`src/rtl/tiny_shader_pkg.sv`:
```
// Shared types and default sizing for the tiny shader instruction sequencer.
package tiny_shader_pkg;

    localparam int NUM_INSTR_DEF = 16;
    localparam int INSTR_W_DEF   = 8;

    typedef enum logic [1:0] {
        IDLE  = 2'd0,
        RUN   = 2'd1,
        DRAIN = 2'd2
    } seq_state_t;

endpackage

```
`src/rtl/tiny_shader_sequencer.sv`:
```
// Streams one pixel program from a single-port RAM to the executor and arbitrates SPI program writes.
// Optional macro TINY_SHADER_OVERRUN_CNT_EN enables the saturating per-frame overrun counter.
module tiny_shader_sequencer
    import tiny_shader_pkg::*;
#(
    parameter int NUM_INSTR = NUM_INSTR_DEF,
    parameter int INSTR_W   = INSTR_W_DEF
) (
    input  logic                         clk_i,
    input  logic                         rst_i,
    input  logic                         pause_execute_i,
    input  logic                         pixel_start_i,
    input  logic                         next_frame_i,
    input  logic                         wr_req_i,
    input  logic [$clog2(NUM_INSTR)-1:0] wr_addr_i,
    input  logic [INSTR_W-1:0]           wr_data_i,
    output logic                         wr_ack_o,
    output logic [$clog2(NUM_INSTR)-1:0] mem_addr_o,
    output logic                         mem_we_o,
    output logic [INSTR_W-1:0]           mem_wdata_o,
    input  logic [INSTR_W-1:0]           mem_rdata_i,
    output logic [INSTR_W-1:0]           instr_o,
    output logic [$clog2(NUM_INSTR)-1:0] instr_idx_o,
    output logic                         instr_valid_o,
    output logic                         exec_done_o,
    output logic                         overrun_o,
    output logic [7:0]                   overrun_cnt_o,
    output logic [1:0]                   state_o
);

    localparam int AW = $clog2(NUM_INSTR);

    // Handshake: wr_req_i is held by the SPI side until wr_ack_o; the ack is
    // combinational and the write lands in RAM on the same rising edge.
    seq_state_t      state_q, state_d;
    logic [AW-1:0]   pc_q, pc_d;
    logic            rd_en;
    logic [AW-1:0]   rd_addr;
    logic            grant;
    logic            valid_q;
    logic [AW-1:0]   idx_q;
    logic            overrun_q;

    always_ff @(posedge clk_i) begin
        if (rst_i) begin
            state_q   <= IDLE;
            pc_q      <= '0;
            valid_q   <= 1'b0;
            idx_q     <= '0;
            overrun_q <= 1'b0;
        end else begin
            state_q   <= state_d;
            pc_q      <= pc_d;
            valid_q   <= rd_en;
            idx_q     <= rd_en ? rd_addr : '0;
            overrun_q <= pixel_start_i && (state_q != IDLE);
        end
    end

    always_comb begin
        state_d = state_q;
        pc_d    = pc_q;
        rd_en   = 1'b0;
        rd_addr = '0;
        grant   = 1'b0;
        case (state_q)
            IDLE: begin
                // A start accepted this cycle reads address 0 and blocks the write.
                if (pixel_start_i && !pause_execute_i) begin
                    rd_en   = 1'b1;
                    pc_d    = AW'(1);
                    state_d = RUN;
                end else if (wr_req_i && !rst_i) begin
                    grant = 1'b1;
                end
            end
            RUN: begin
                rd_en   = 1'b1;
                rd_addr = pc_q;
                pc_d    = pc_q + AW'(1);
                if (pc_q == AW'(NUM_INSTR - 1)) begin
                    pc_d    = '0;
                    state_d = DRAIN;
                end
            end
            DRAIN: begin
                state_d = IDLE;
            end
            default: begin
                state_d = IDLE;
                pc_d    = '0;
            end
        endcase
    end

    assign wr_ack_o      = grant;
    assign mem_we_o      = grant;
    assign mem_wdata_o   = grant ? wr_data_i : '0;
    assign mem_addr_o    = grant ? wr_addr_i : (rd_en ? rd_addr : '0);
    assign instr_valid_o = valid_q;
    assign instr_idx_o   = idx_q;
    assign instr_o       = valid_q ? mem_rdata_i : '0;
    assign exec_done_o   = (state_q == DRAIN);
    assign overrun_o     = overrun_q;
    assign state_o       = state_q;

`ifdef TINY_SHADER_OVERRUN_CNT_EN
    logic [7:0] ovr_cnt_q;

    // Frame clear takes priority over a same-cycle overrun.
    always_ff @(posedge clk_i) begin
        if (rst_i || next_frame_i) begin
            ovr_cnt_q <= 8'd0;
        end else if (overrun_q && (ovr_cnt_q != 8'hFF)) begin
            ovr_cnt_q <= ovr_cnt_q + 8'd1;
        end
    end

    assign overrun_cnt_o = ovr_cnt_q;
`else
    logic unused_next_frame;

    assign unused_next_frame = next_frame_i;
    assign overrun_cnt_o     = 8'd0;
`endif

endmodule

```
`config.mk`:
```
export PLATFORM = sky130hd
export DESIGN_NAME = tiny_shader_sequencer
export DESIGN_NICKNAME = d
export VERILOG_FILES = /design/src/rtl/tiny_shader_pkg.sv /design/src/rtl/tiny_shader_sequencer.sv
export SDC_FILE = /design/constraint.sdc
export NUM_CORES = 1
export LEC_CHECK = 0
export ABC_AREA = 0
export BUFFER_PORTS_ARGS = -buffer_cell sky130_fd_sc_hd__buf_2
export CORE_ASPECT_RATIO = 0.75
export CORE_MARGIN = 5
export CORE_UTILIZATION = 38
export DETAILED_ROUTE_END_ITERATION = 7
export GPL_TIMING_DRIVEN = 0
export PLACE_DENSITY_LB_ADDON = 0.12
export SETUP_SLACK_MARGIN = 0.1
export SKIP_CTS_REPAIR_TIMING = 1
export SYNTH_ARGS = -nofsm -noshare
export SYNTH_HDL_FRONTEND = slang
export SYNTH_SLANG_ARGS = --single-unit
```
`constraint.sdc`:
```
create_clock -name clk_i -period 3.7 [get_ports clk_i]
set_clock_uncertainty 0.2 [all_clocks]
set_input_delay 0.37 -clock clk_i [delete_from_list [all_inputs] [get_ports clk_i]]
set_output_delay 0.37 -clock clk_i [all_outputs]
set_load 0.01 [all_outputs]
```
Word level (Yosys, flattened, before mapping)
Cells that the tools add are included.

word-level totals
  word-level logic and storage cells = 37
  flip-flop bits (word level) = 12

operators by class
  reductions and logical operators = 9
  add/subtract/negate cells = 1
  equal/unequal tests = 5
  bitwise operators = 1
  mux-type cells = 16

operator list
  operator               count
  $mux W4                5
  $mux W8                2
  $pmux W4 S3            1
  $add A4 B1 Y4 const B  1
  $eq A4 B4 Y1 const B   1
  $mux W1                4
  $mux W2                2
  $ne A2 B2 Y1 const B   2
  $pmux W2 S2            1
  $reduce_and A2 Y1      2
  $logic_and A1 B1 Y1    3
  $eq A2 B1 Y1 const B   1
  $eq A2 B2 Y1 const B   1
  $logic_not A1 Y1       2
  $logic_not A2 Y1       1
  $pmux W1 S2            1
  $reduce_bool A2 Y1     1
  $not A1 Y1             1

Longest topological paths before layout
Gate-level depths: netlist of run 1.

  word-level depth = 6
  gate-level depth with buffers = 5
  depth with buffers taken out = 4

Least setup slack after synthesis of run 1
OpenSTA, ideal clock, no wires.

  kind = input -> output
  start point = in rst_i
  end point = out mem_addr_o[2]
  path buffers = 2
  arrival time = 1163 ps
  required time = 3130 ps
  stages = 5
  setup slack = 1967 ps
  cells stage by stage = buf_2 nor2_2 and4bb_4 buf_6 a22o_1

between the ends
  longest elaborated chain between the ends = 6

ends and longest elaborated chain
  what                 RTL line                     source
  from (decl)          tiny_shader_sequencer.sv:10  input logic rst_i,
  $logic_not A1 Y1     tiny_shader_sequencer.sv:73  end else if (wr_req_i && !rst_i) begin
  $logic_and A1 B1 Y1  tiny_shader_sequencer.sv:73
  $mux W1              tiny_shader_sequencer.sv:73
  $mux W1              tiny_shader_sequencer.sv:69  if (pixel_start_i && !pause_execute_i) begin
  $mux W1              tiny_shader_sequencer.sv:66  case (state_q)
  via mem_we_o         tiny_shader_sequencer.sv:19  output logic mem_we_o,
  $mux W4              tiny_shader_sequencer.sv:99  assign mem_addr_o = grant ? wr_addr_i : (rd_en ? rd_addr : '0);
  to (decl)            tiny_shader_sequencer.sv:18  output logic [$clog2(NUM_INSTR)-1:0] mem_addr_o,

The timed path passes the listed nets, and every way through them passes these cells.

Worst setup path in the final report of run 1
  start point = reg state_q[1] (netlist: state_o[1])
  end point = out mem_addr_o[2]

between the ends
  longest elaborated chain between the ends = 4
  elaborated cells between the ends (all ways) = 7
  classes of those cells = 1 x eq/ne; 5 x mux; 1 x reduce/logical

ends and longest elaborated chain
  what                                              RTL line                     source
  from (decl)                                       tiny_shader_sequencer.sv:35  seq_state_t state_q, state_d;
  from (signal assigned)                            tiny_shader_sequencer.sv:52  state_q <= state_d;
  $eq A2 B1 Y1 or $logic_not A2 Y1 (tied branches)  tiny_shader_sequencer.sv:66
  $pmux W1 S2 or $mux W4 (tied branches)            tiny_shader_sequencer.sv:66
  $mux W4                                           tiny_shader_sequencer.sv:99
  $mux W4 *                                         tiny_shader_sequencer.sv:99

Every way passes the cells marked *; elsewhere a longest branch is shown, timed or not.

==> run summary, run 1 <==
The flow ran to the end, and the final reports show no timing, DRC or antenna violations. The cell count after synthesis came out at 81. Global routing consumed, over all layers together, 13.6% of the routing resources.

The worst setup path is launched from a register. The logs give 0 for the number of antenna violations at the first check in global routing and 722 for the via count. The min-delay analysis places its worst path in the category in2reg. The die covers 2820 um^2. The run gives 0 as the final-report hold violation count.

Sorting the synthesized cells by area gives the leading types as sky130_fd_sc_hd__dfxtp_1, sky130_fd_sc_hd__and2_1, sky130_fd_sc_hd__buf_4. Dividing the detail-routed via count by the number of cells gives 4.30. The synthesized area came out at 703 um^2. The number of H-tree levels was 1; the wire length of the first global-routing pass was 2870 um. For this block, the initial DRC count from the detailed router was 19. The warning count from the yosys run is 0.

The number of distinct library cells after synthesis is 27, and the largest voltage drop on the vdd net is 0.261 mV. The die is 47.3 um tall. In the final layout, the share of cells above drive strength 1 is 49.3%. The initialized floorplan defines 13 standard-cell rows. In this run, synthesis inferred 0 flip-flops with an integrated enable. The net count of the finished layout is 174. The number of diodes is 0. sky130_fd_sc_hd__and2_1 is the most common cell in the netlist. Across all setup checks in the final design, the least slack found is 1.60 ns.

Of all flip-flops after synthesis, the portion carrying an async set or reset was 0%. The area share of the largest cell type after synthesis came out at 34.2%. The tools report the later-pin clock latency in the skew report as 0.27 ns. Compared with the post-synthesis result, the final layout area differs by 51.2%. Entering global routing, the biggest net connects 12 pins. The congestion estimate from routability-driven global placement came to 0.728.

Counting the buffers created by CTS gives 3. The tools report the residual DRC count as 0. For this design the static power due to leakage is 0.609 nW.

Power spread over the standard cell area amounts to 290 nW/um^2. 65 I/O pins were placed. First-pass detailed-route iteration total: 4. For the clock tree buffer depth, the log shows 2. The count of final setup violators was 0; the sequential-to-total area share from yosys stat was 34.2%. Summed over all layers, the global routing overflow is 0. The clock tree root driver cell is sky130_fd_sc_hd__clkbuf_4. The core footprint was 1740 um^2.

For the fill cell total of the finished layout, the log shows 166. The flip-flop and latch count after synthesis was 12. STA classifies the critical path endpoint as an output pin. At the worst endpoint, the arrival time is 1.53 ns. The final critical delay including setup and external delays works out to 2.10 ns. The max-slew violation count came out at 0.

Of all cell types, the one taking the most synthesized area is sky130_fd_sc_hd__dfxtp_1. In this run the horizontal extent of the chip is 59.7 um. For the starting utilization of the core area, the log shows 40.4%. The clock-pin slew on the worst setup and hold paths was 0.07 ns.

Along the worst path, the maximum fanout reaches 11. The critical path in this run is classified as reg2out. Setup repair after global routing left no endpoint under its margin. The most used flip-flop cell after synthesis is sky130_fd_sc_hd__dfxtp_1. Summed over all failing endpoints, the final setup total negative slack is 0 ns.

In the synthesized netlist, the cells that appear most often are sky130_fd_sc_hd__and2_1, sky130_fd_sc_hd__dfxtp_1, sky130_fd_sc_hd__buf_4. The count of nets left with antenna violations once routing finished came out at 0. TritonCTS built the clock tree. After detailed routing, the total wire length is 1900 um.

The number of buffers added on ports is 54, and the routed wire length per instance is 11.3 um. Derived from the worst setup path, the maximum achievable clock frequency is 476 MHz. The average cell area after synthesis came out at 8.68 um^2. The worst path uses 56.7% of the clock period. Across the run, the number of max-cap violations was 0. The HPWL after detailed placement is 1600 um. The worst-case setup slack after placement came out at 1.78 ns.

TritonCTS sink count: 12. At the worst endpoint, the required time is 3.13 ns. For the via count of the first global-routing pass, the log shows 620.
-- metrics by stage --
stage	instances	hold WS, ns	total power, mW	utilization [%]	area (um^2)
finish	168	0.171	0.308	61.1	1060
CTS	168	0.164	0.312	61.1	1060
detailed placement	164	0.338	0.208	59.0	1030
global route	168	0.154	0.330	61.1	1060
floorplan	88	0.293	0.180	-	729
global placement	164	0.332	0.206	59.0	1030
-- routing by layer --
metal / wire, um / GRT usage (%)
met1: 767 / 17.3
met2: 991 / 21.8
met3: 129 / 4.95
met4: 11 / 3.98
met5: 0 / 0
-- critical path, stage by stage, from the launching register on --
cell	delay, ns
sky130_fd_sc_hd__dfxtp_1	0.47
sky130_fd_sc_hd__nor2_2	0.08
sky130_fd_sc_hd__and4bb_4	0.22
sky130_fd_sc_hd__buf_6	0.13
sky130_fd_sc_hd__a22o_1	0.21
sky130_fd_sc_hd__buf_2	0.13
-- area by class of cell --
class	instances	area, um^2	area share [%]
clock buffer	4	36.3	3.41
timing repair buffer	54	270	25.4
inverter	1	3.75	0.353
buffer	12	87.6	8.24
multi-input combinational	63	398	37.4
sequential	12	240	22.6
tap	22	27.5	2.59
-- worst paths after layout --
path              cells past startpoint     startpoint  slack (ns)        endpoint
hold / removal                        2  pixel_start_i        0.17       overrun_o
setup / recovery                      5     state_o[1]        1.60   mem_addr_o[2]
hold reg to reg                       1        pc_q[3]        0.35  instr_idx_o[3]
setup reg to reg                      4     state_o[0]        2.30         pc_q[3]
-- sequential cells by signal, summed over array words and instances (netlist names) --
| signal | count |
|---|---|
| instr_idx_o | 4 |
| instr_valid_o | 1 |
| state_o | 2 |
| pc_q | 4 |
| overrun_o | 1 |
-- cell families (layout without fill, tap and decap cells) --
logic type / Yosys count / in the layout / share of synthesized area (%)
AND/OR/NAND/NOR: 43 / 43 / 37.9
other: 1 / 8 / 0.533
XOR/XNOR: 1 / 1 / 1.25
buffers and inverters: 13 / 71 / 13.0
AO/OA/AOI/OAI: 10 / 10 / 11.4
flip-flops: 12 / 12 / 34.2
adder cells (fa/ha/maj): 1 / 1 / 1.78
-- power by group --
| part | internal [mW] | switching [mW] |
|---|---|---|
| combinational | 0.0356 | 0.0310 |
| clock | 0.0598 | 0.0443 |
| sequential | 0.133 | 0.00514 |
-- cells in the final DEF, fill, tap and decap left out --
cell                       synthesis  final
sky130_fd_sc_hd__or3_1             1      1
sky130_fd_sc_hd__dfxtp_1          12     12
sky130_fd_sc_hd__inv_1             1      1
sky130_fd_sc_hd__nor2_1            5      5
sky130_fd_sc_hd__or3b_1            1      1
sky130_fd_sc_hd__nand2_1           3      3
sky130_fd_sc_hd__nor2_2            1      1
sky130_fd_sc_hd__nand2b_1          1      1
sky130_fd_sc_hd__and4bb_4          1      1
sky130_fd_sc_hd__a31oi_1           2      2
sky130_fd_sc_hd__buf_6             1      1
sky130_fd_sc_hd__and2_1           20     20
sky130_fd_sc_hd__clkbuf_8          0      1
sky130_fd_sc_hd__nor3b_1           1      1
sky130_fd_sc_hd__buf_4             9      9
sky130_fd_sc_hd__xor2_1            1      1
sky130_fd_sc_hd__nand4_1           1      1
sky130_fd_sc_hd__a32oi_1           2      2
sky130_fd_sc_hd__nor3_1            1      1
sky130_fd_sc_hd__and2b_1           2      2
sky130_fd_sc_hd__clkbuf_4          0      3
sky130_fd_sc_hd__nand3_1           4      4
sky130_fd_sc_hd__o21a_1            2      2
sky130_fd_sc_hd__buf_2             1     55
sky130_fd_sc_hd__a22o_1            4      4
sky130_fd_sc_hd__clkbuf_1          1      1
sky130_fd_sc_hd__ha_1              1      1
sky130_fd_sc_hd__nor2b_4           1      1
sky130_fd_sc_hd__conb_1            1      8
Power figures use the tool's default switching activity.
==> run 2, diff against run 1 <==
--- a/config.mk
+++ b/config.mk
@@ -5,11 +5,11 @@
 export SDC_FILE = /design/constraint.sdc
 export NUM_CORES = 1
 export LEC_CHECK = 0
-export ABC_AREA = 0
+export ABC_AREA = 1
 export BUFFER_PORTS_ARGS = -buffer_cell sky130_fd_sc_hd__buf_2
 export CORE_ASPECT_RATIO = 0.75
 export CORE_MARGIN = 5
-export CORE_UTILIZATION = 38
+export CORE_UTILIZATION = 33
 export DETAILED_ROUTE_END_ITERATION = 7
 export GPL_TIMING_DRIVEN = 0
 export PLACE_DENSITY_LB_ADDON = 0.12
==> constraint.sdc (replaced) <==
create_clock -name clk_i -period 1.9 [get_ports clk_i]
set_clock_uncertainty 0.2 [all_clocks]
set_input_delay 0.19 -clock clk_i [delete_from_list [all_inputs] [get_ports clk_i]]
set_output_delay 0.19 -clock clk_i [all_outputs]
set_load 0.01 [all_outputs]
==> run 2 against run 1 <==
  * Global-route usage fell by 1.8 points
  * Synthesized cell count is 52% higher
  * Die area up 18%
  * Register-to-register slack worse by 1.8 ns
  * Sequential power up 96%
  * Setup slack lost 1.4 ns
  * Power rose by 99%
  * Largest cell class is now buffers
  * Hold slack lost 0.14 ns
  * Wire length grew 18%
  * Critical path type unchanged
==> run summary, run 2 <==
The run finished with clean final reports. The largest area contributor in the netlist is sky130_fd_sc_hd__dfxtp_1. In the routed design, unresolved DRC markers number 0. The most common cell type on the critical path is sky130_fd_sc_hd__nand2_1.

The sequential share of power was 44.2%. The tightest min-delay check is of the in2reg type. After the first detailed-routing iteration, the DRC count stood at 19. The routed wire length per instance was 10.2 um. The tools report the max-slew violation count as 0. Entering global routing, the biggest net connects 11 pins. After layout, the minimum clock period comes to 1.67 ns. The cell depth of the worst min-delay path works out to 3. The net count of the finished layout is 224. During I/O placement, the number of pins put on the boundary was 65. Static timing analysis puts the maximum clock frequency at 599 MHz. In this run the register-to-register setup slack is 0.53 ns. The tools report the final-report hold violation count as 0. After floorplanning, the core was sized to cover 2080 um^2. Among all flip-flop cells after synthesis, the most frequent one is sky130_fd_sc_hd__dfxtp_1.

The all-layer global routing usage was 11.8%. The root buffer cell chosen for the clock tree is sky130_fd_sc_hd__clkbuf_4. Storage element area: 241 um^2. The first global-routing pass estimated 3040 um of wire. Die outline area: 3320 um^2. Once layout is complete, the utilization of the core stands at 57.0%. Combined buffer and inverter count along the critical path: 2. Ranked by total cell area, the synthesized netlist is headed by sky130_fd_sc_hd__dfxtp_1, sky130_fd_sc_hd__nand2_1, sky130_fd_sc_hd__inv_1. Setup violations remaining at the end of the flow were counted as 0. The number of H-tree levels came out at 1. The type of the worst setup path was reg2out. By count the netlist is led by sky130_fd_sc_hd__nand2_1, sky130_fd_sc_hd__inv_1, sky130_fd_sc_hd__nor2_1. Number of antenna violations at the first check in global routing: 0.

Counting the fill cells in the layout gives 196. Internal power comes to 0.420 mW. The library cell used most frequently in the layout, excluding fill and tap cells, is sky130_fd_sc_hd__buf_2. The y dimension of the die came out at 51.2 um. The number of buffers added by the clock tree synthesis step was 3. The final weighted congestion in routability-driven placement was 0.751; the average cell area after synthesis was 6.06 um^2. The share of synthesized area in the top cell type comes to 32.2%. The via count of the first global-routing pass was 740; the ratio of cells with drive above 1 in the final layout was 40.0%. The logs give 2 for the clock tree buffer depth and 0 for the post-route antenna net violation count.

Setup repair after global routing left no endpoint under its margin. The logs give 0.27 ns for the later-pin clock latency in the skew report and 0.0338 ns for the smallest hold slack. For the number of distinct library cells after synthesis, the log shows 17. In this run the cell area of the synthesized design comes to 746 um^2.

Most instantiated library cell after synthesis: sky130_fd_sc_hd__nand2_1. For the instance count of the mapped netlist, the log shows 123. The share of total power consumed by net switching is 31.7%. The kind of cell adding the most delay to the critical path is simple AND/OR/NAND/NOR gates. Synthesis inferred 12 register bits. For the sequential-to-total area share from yosys stat, the log shows 32.2%. Walking the worst path, the cells encountered are nor2_4 > nand3_4 > inv_4 > nand2_1 > nand2_1 > buf_2.

The share of total power dissipated in the clock network is 25.5%. For the endpoint required time on the critical path, the log shows 1.51 ns. The via count normalized by instance count came out at 4.06. Summed over all failing endpoints, the final setup total negative slack is 0 ns. The share of power burned in combinational logic was 30.3%. CTS saw 12 sinks. The tools report the warning count from the yosys run as 0. The pre-antenna-repair detailed-routing pass consisted of 4 iterations. The largest voltage drop on the vdd net is 0.306 mV, and the leakage power is 0.794 nW. Input and output buffers added on the ports amount to 55. The synthesized design contains 0 enable-type register cells. The delay of the slowest critical-path stage is 0.39 ns, and the overall power after layout is 0.614 mW.

The critical path startpoint category was a register. The number of cells on the worst reg-to-reg path is 6. Once detailed placement completed, the half-perimeter wirelength came to 1720 um. The number of rows created at floorplan was 14; the layout overhead on the synthesized area was 59.4%.

The die is 64.9 um wide. The number of cells on the critical path works out to 6. Across the run, the number of max-cap violations was 0. The final critical path takes up 87.8% of the cycle.

The total power per unit cell area works out to 517 nW/um^2. The largest individual stage delay along the critical path comes from the cell sky130_fd_sc_hd__dfxtp_1. The routed layout has 890 vias. The repair_antennas step left the layout with diodes totalling 0. The run gives 35.8% as the starting utilization of the core area.

The top cell types in the final layout, fill and taps aside, are sky130_fd_sc_hd__buf_2, sky130_fd_sc_hd__nand2_1, sky130_fd_sc_hd__inv_1, sky130_fd_sc_hd__nor2_1, sky130_fd_sc_hd__dfxtp_1. The logs give 0.194 mW for the net switching power figure and 2240 um for the sum of routed wire length over all layers. TritonCTS built the clock tree. The worst setup path is captured at an output pin.

After clock tree synthesis, the clock-pin slew on the worst setup and hold paths is 0.07 ns. At the worst endpoint, the arrival time is 1.28 ns. The sum of overflow across all layers after global routing is 0, and the worst-path maximum fanout is 6.

Combined area of the multi-input logic cells: 374 um^2. After synthesis, the share of flip-flops with an asynchronous set or reset is 0%.
run 2: cell types whose count changed after synthesis, moves of 3 or more:
cell	change
sky130_fd_sc_hd__a21oi_1	+5
sky130_fd_sc_hd__nand3_1	+3
sky130_fd_sc_hd__inv_1	+23
sky130_fd_sc_hd__nor2_1	+13
sky130_fd_sc_hd__a22o_1	-4
sky130_fd_sc_hd__and2_1	-20
sky130_fd_sc_hd__nand2_1	+34
run 2: worst min-delay path, delay by kind of cell:
family,cells,cell delay (ns)
AOI/OAI and AO/OA,1,0.06
buffers and inverters,1,0.11
and+or+nand+nor,1,0.11
run 2: kinds of logic after synthesis:
group           count (synthesis)  share of synthesized area [%]
compound gates                  5                           3.36
fa+ha+maj                       1                           1.68
buf+inv                        37                           24.2
flops                          12                           32.2
other cells                     1                          0.503
simple gates                   67                           38.1
run 2: final timing paths:
check	start	to
setup / recovery	state_o[1]	mem_addr_o[3]
hold / removal	pixel_start_i	state_o[0]
setup reg to reg	pc_q[0]	pc_q[0]
hold reg to reg	pc_q[3]	instr_idx_o[3]
run 2: metrics by stage:
stage / cells / setup WS [ns] / area, um^2
after global placement: 209 / 0.420 / 1080
after CTS: 212 / 0.0887 / 1100
after floorplan: 130 / 0.513 / 772
final: 219 / 0.232 / 1190
after detailed placement: 209 / 0.395 / 1080
after global routing: 219 / 0.106 / 1190
run 2: power by group through the flow:
stage / clock (mW) / combinational, mW / sequential [mW]
after floorplan: 0 / 0.0979 / 0.277
after global placement: 0 / 0.162 / 0.276
after detailed placement: 0 / 0.164 / 0.276
after CTS: 0.161 / 0.165 / 0.270
after global routing: 0.174 / 0.208 / 0.273
final: 0.157 / 0.186 / 0.271
run 2: area by class of cell:
type	count	area share, %
plain buffers	11	6.95
clock buffers	3	1.89
inverters	26	8.84
multi-input cells	82	31.5
flip-flops and latches	12	20.3
well taps	24	2.53
repair buffers	61	28.0
run 2: routing by layer:
layer  vias up  part of all wire, %  track usage (%)
met2        42                   43             19.5
li1        487                    -                -
met1       359                   44             13.4
met5         -                    0                0
met3         2                   12             6.36
met4         0                 0.36             3.16
==> run 3, diff against run 2 <==
--- a/config.mk
+++ b/config.mk
@@ -7,9 +7,11 @@
 export LEC_CHECK = 0
 export ABC_AREA = 1
 export BUFFER_PORTS_ARGS = -buffer_cell sky130_fd_sc_hd__buf_2
+export CELL_PAD_IN_SITES_DETAIL_PLACEMENT = 0
+export CELL_PAD_IN_SITES_GLOBAL_PLACEMENT = 1
 export CORE_ASPECT_RATIO = 0.75
 export CORE_MARGIN = 5
-export CORE_UTILIZATION = 33
+export CORE_UTILIZATION = 20
 export DETAILED_ROUTE_END_ITERATION = 7
 export GPL_TIMING_DRIVEN = 0
 export PLACE_DENSITY_LB_ADDON = 0.12
==> run 3 against run 2 <==
  * The flow now finishes with violations (negative hold slack)
  * Non-clock buffer count is 6 lower
  * Power is 18% higher
  * Via count decreased by 1.6%
  * Utilization fell by 24 points
==> run summary, run 3 (synthesized netlist as in run 2, its figures left out) <==
The clock tree root driver cell is sky130_fd_sc_hd__clkbuf_8. The storage element area is 240 um^2. The checks that failed: negative hold slack. The tree built by TritonCTS fans out to 12 sinks. The combined buffer and inverter count along the critical path works out to 5. The cell area after layout was 1190 um^2. The I/O pin count is 65. The library cell contributing the largest single delay on the critical path was sky130_fd_sc_hd__dfxtp_1.

The combined area of the multi-input logic cells was 374 um^2; the die outline area was 5060 um^2. Kind of cell adding the most delay to the critical path: buffers and inverters. The tools report the number of rows created at floorplan as 19. The critical path is of the reg2out type.

Setup repair after global routing left no endpoint under its margin. The clock passes through at most 2 buffers. The first detailed-routing pass took 4 iterations.

TritonCTS built the clock tree. The tools report the initial DRC count as 19. The ratio of cells with drive above 1 in the final layout is 40.5%. Most common cell type on the critical path: sky130_fd_sc_hd__inv_4. The run gives 0.24 ns as the later-pin clock latency in the skew report. At the worst endpoint, the required time is 1.51 ns.

For this run, design rule violations remaining after detail routing come to 0. The logs give 1890 um for the final HPWL from detailed placement and 3640 um^2 for the core footprint. During placement, the flow inserted port buffers numbering 55.

The congestion estimate from routability-driven global placement came to 0.739. Smallest hold slack: -0.00313 ns. The y dimension of the die is 62.9 um, and the wire length of the first global-routing pass is 3650 um.

The class of the tightest hold or removal check is in2reg. The number of antenna violations at the first check in global routing is 0. Most common library cell in the layout ignoring fill and taps: sky130_fd_sc_hd__buf_2. Static timing analysis puts the maximum clock frequency at 586 MHz. The sum of overflow across all layers after global routing is 0. After detailed routing, the number of vias per cell comes to 3.62. The tools report the leakage power as 0.783 nW. The number of nets at the end of the flow was 218; the setup total negative slack was 0 ns. The startpoint identified for the worst hold timing path is pixel_start_i. In the layout the commonest cells are sky130_fd_sc_hd__buf_2, sky130_fd_sc_hd__nand2_1, sky130_fd_sc_hd__inv_1, sky130_fd_sc_hd__nor2_1, sky130_fd_sc_hd__dfxtp_1. In this run the critical register-to-register path is launched from pc_q[0]. The worst-path maximum fanout is 6, and the final-report hold violation count is 1. The layout overhead on the synthesized area was 60.2%. The most critical setup path has its startpoint at state_o[0]. The type of destination of the critical path is an output pin. The horizontal die dimension is 80.5 um. The total power per unit cell area is 605 nW/um^2.

For the finished layout, the period the worst path requires is 1.71 ns. For this configuration, the core starts out at a cell density of 20.5%. The via count of the first global-routing pass is 842, and the count of final setup violators is 0. The delay of the slowest critical-path stage was 0.40 ns; the max-slew violation count was 0. Across the run, the number of max-cap violations was 0. The run gives 2330 um as the sum of routed wire length over all layers. The tools report the arrival time reported for the critical path endpoint as 1.32 ns. The tools report the largest voltage drop on the vdd net as 0.490 mV.

Setup slack on the worst reg-to-reg path comes out at 0.52 ns. After detailed routing, the average wire length per cell comes to 9.61 um. The flow ran to the end, but the final reports show violations.

The routed layout has 876 vias. Counting the buffers created by CTS gives 3. The worst setup path is launched from a register. The clock-pin slew on the worst setup and hold paths works out to 0.05 ns. The final critical path takes up 89.9% of the cycle.

Entering global routing, the biggest net connects 11 pins. Once placement finished, the instance area stood at 1110 um^2. The critical path goes through inv_2 > nand2_4 > inv_4 > nand3_4 > inv_4 > buf_4 > buf_2. The count of nets left with antenna violations once routing finished came out at 0. The number of diodes is 0. Fill cells in the final layout number 413. The logs give 8.90% for the all-layer global routing usage and 1 for the number of H-tree levels.
run 3: through the flow:
stage	total power, mW	setup slack [ns]	cells	utilization [%]
6_report	0.723	0.192	242	32.9
5_1_grt	0.778	0.101	242	32.9
4_1_cts	0.725	0.0927	241	32.1
3_5_place_dp	0.442	0.360	237	30.6
3_3_place_gp	0.441	0.372	237	30.6
2_1_floorplan	0.375	0.513	130	-
run 3: power breakdown:
part | internal (mW) | total, mW | leakage [nW] | switching, mW
Sequential | 0.261 | 0.272 | 0.0975 | 0.0112
Combinational | 0.0764 | 0.174 | 0.657 | 0.0980
Clock | 0.183 | 0.276 | 0.0288 | 0.0932
run 3: per-layer routing:
metal	global-route usage (%)	vias to the layer above	wire, um
li1	-	481	-
met1	12.5	362	1190
met2	12.9	33	949
met3	3.46	0	188
met4	1.48	0	0
met5	0	-	0
run 3: final cells by class:
type                       instances  share of cell area [%]
clock buffer                       4                    4.61
inverter                          26                    8.59
tap                               52                    5.45
buffer                            11                    6.91
multi-input combinational         82                    31.3
timing repair buffer              55                    23.0
sequential                        12                    20.1
run 3: worst paths after layout:
| check | cells past startpoint | to |
|---|---|---|
| max | 7 | wr_ack_o |
| min | 3 | overrun_o |
| max reg2reg | 6 | pc_q[0] |
| min reg2reg | 2 | pc_q[1] |
run 3: tightest hold or removal path: cells and delay by family:
kind | cells | cell delay (ns)
buffers and inverters | 1 | 0.11
AND/OR/NAND/NOR | 2 | 0.09
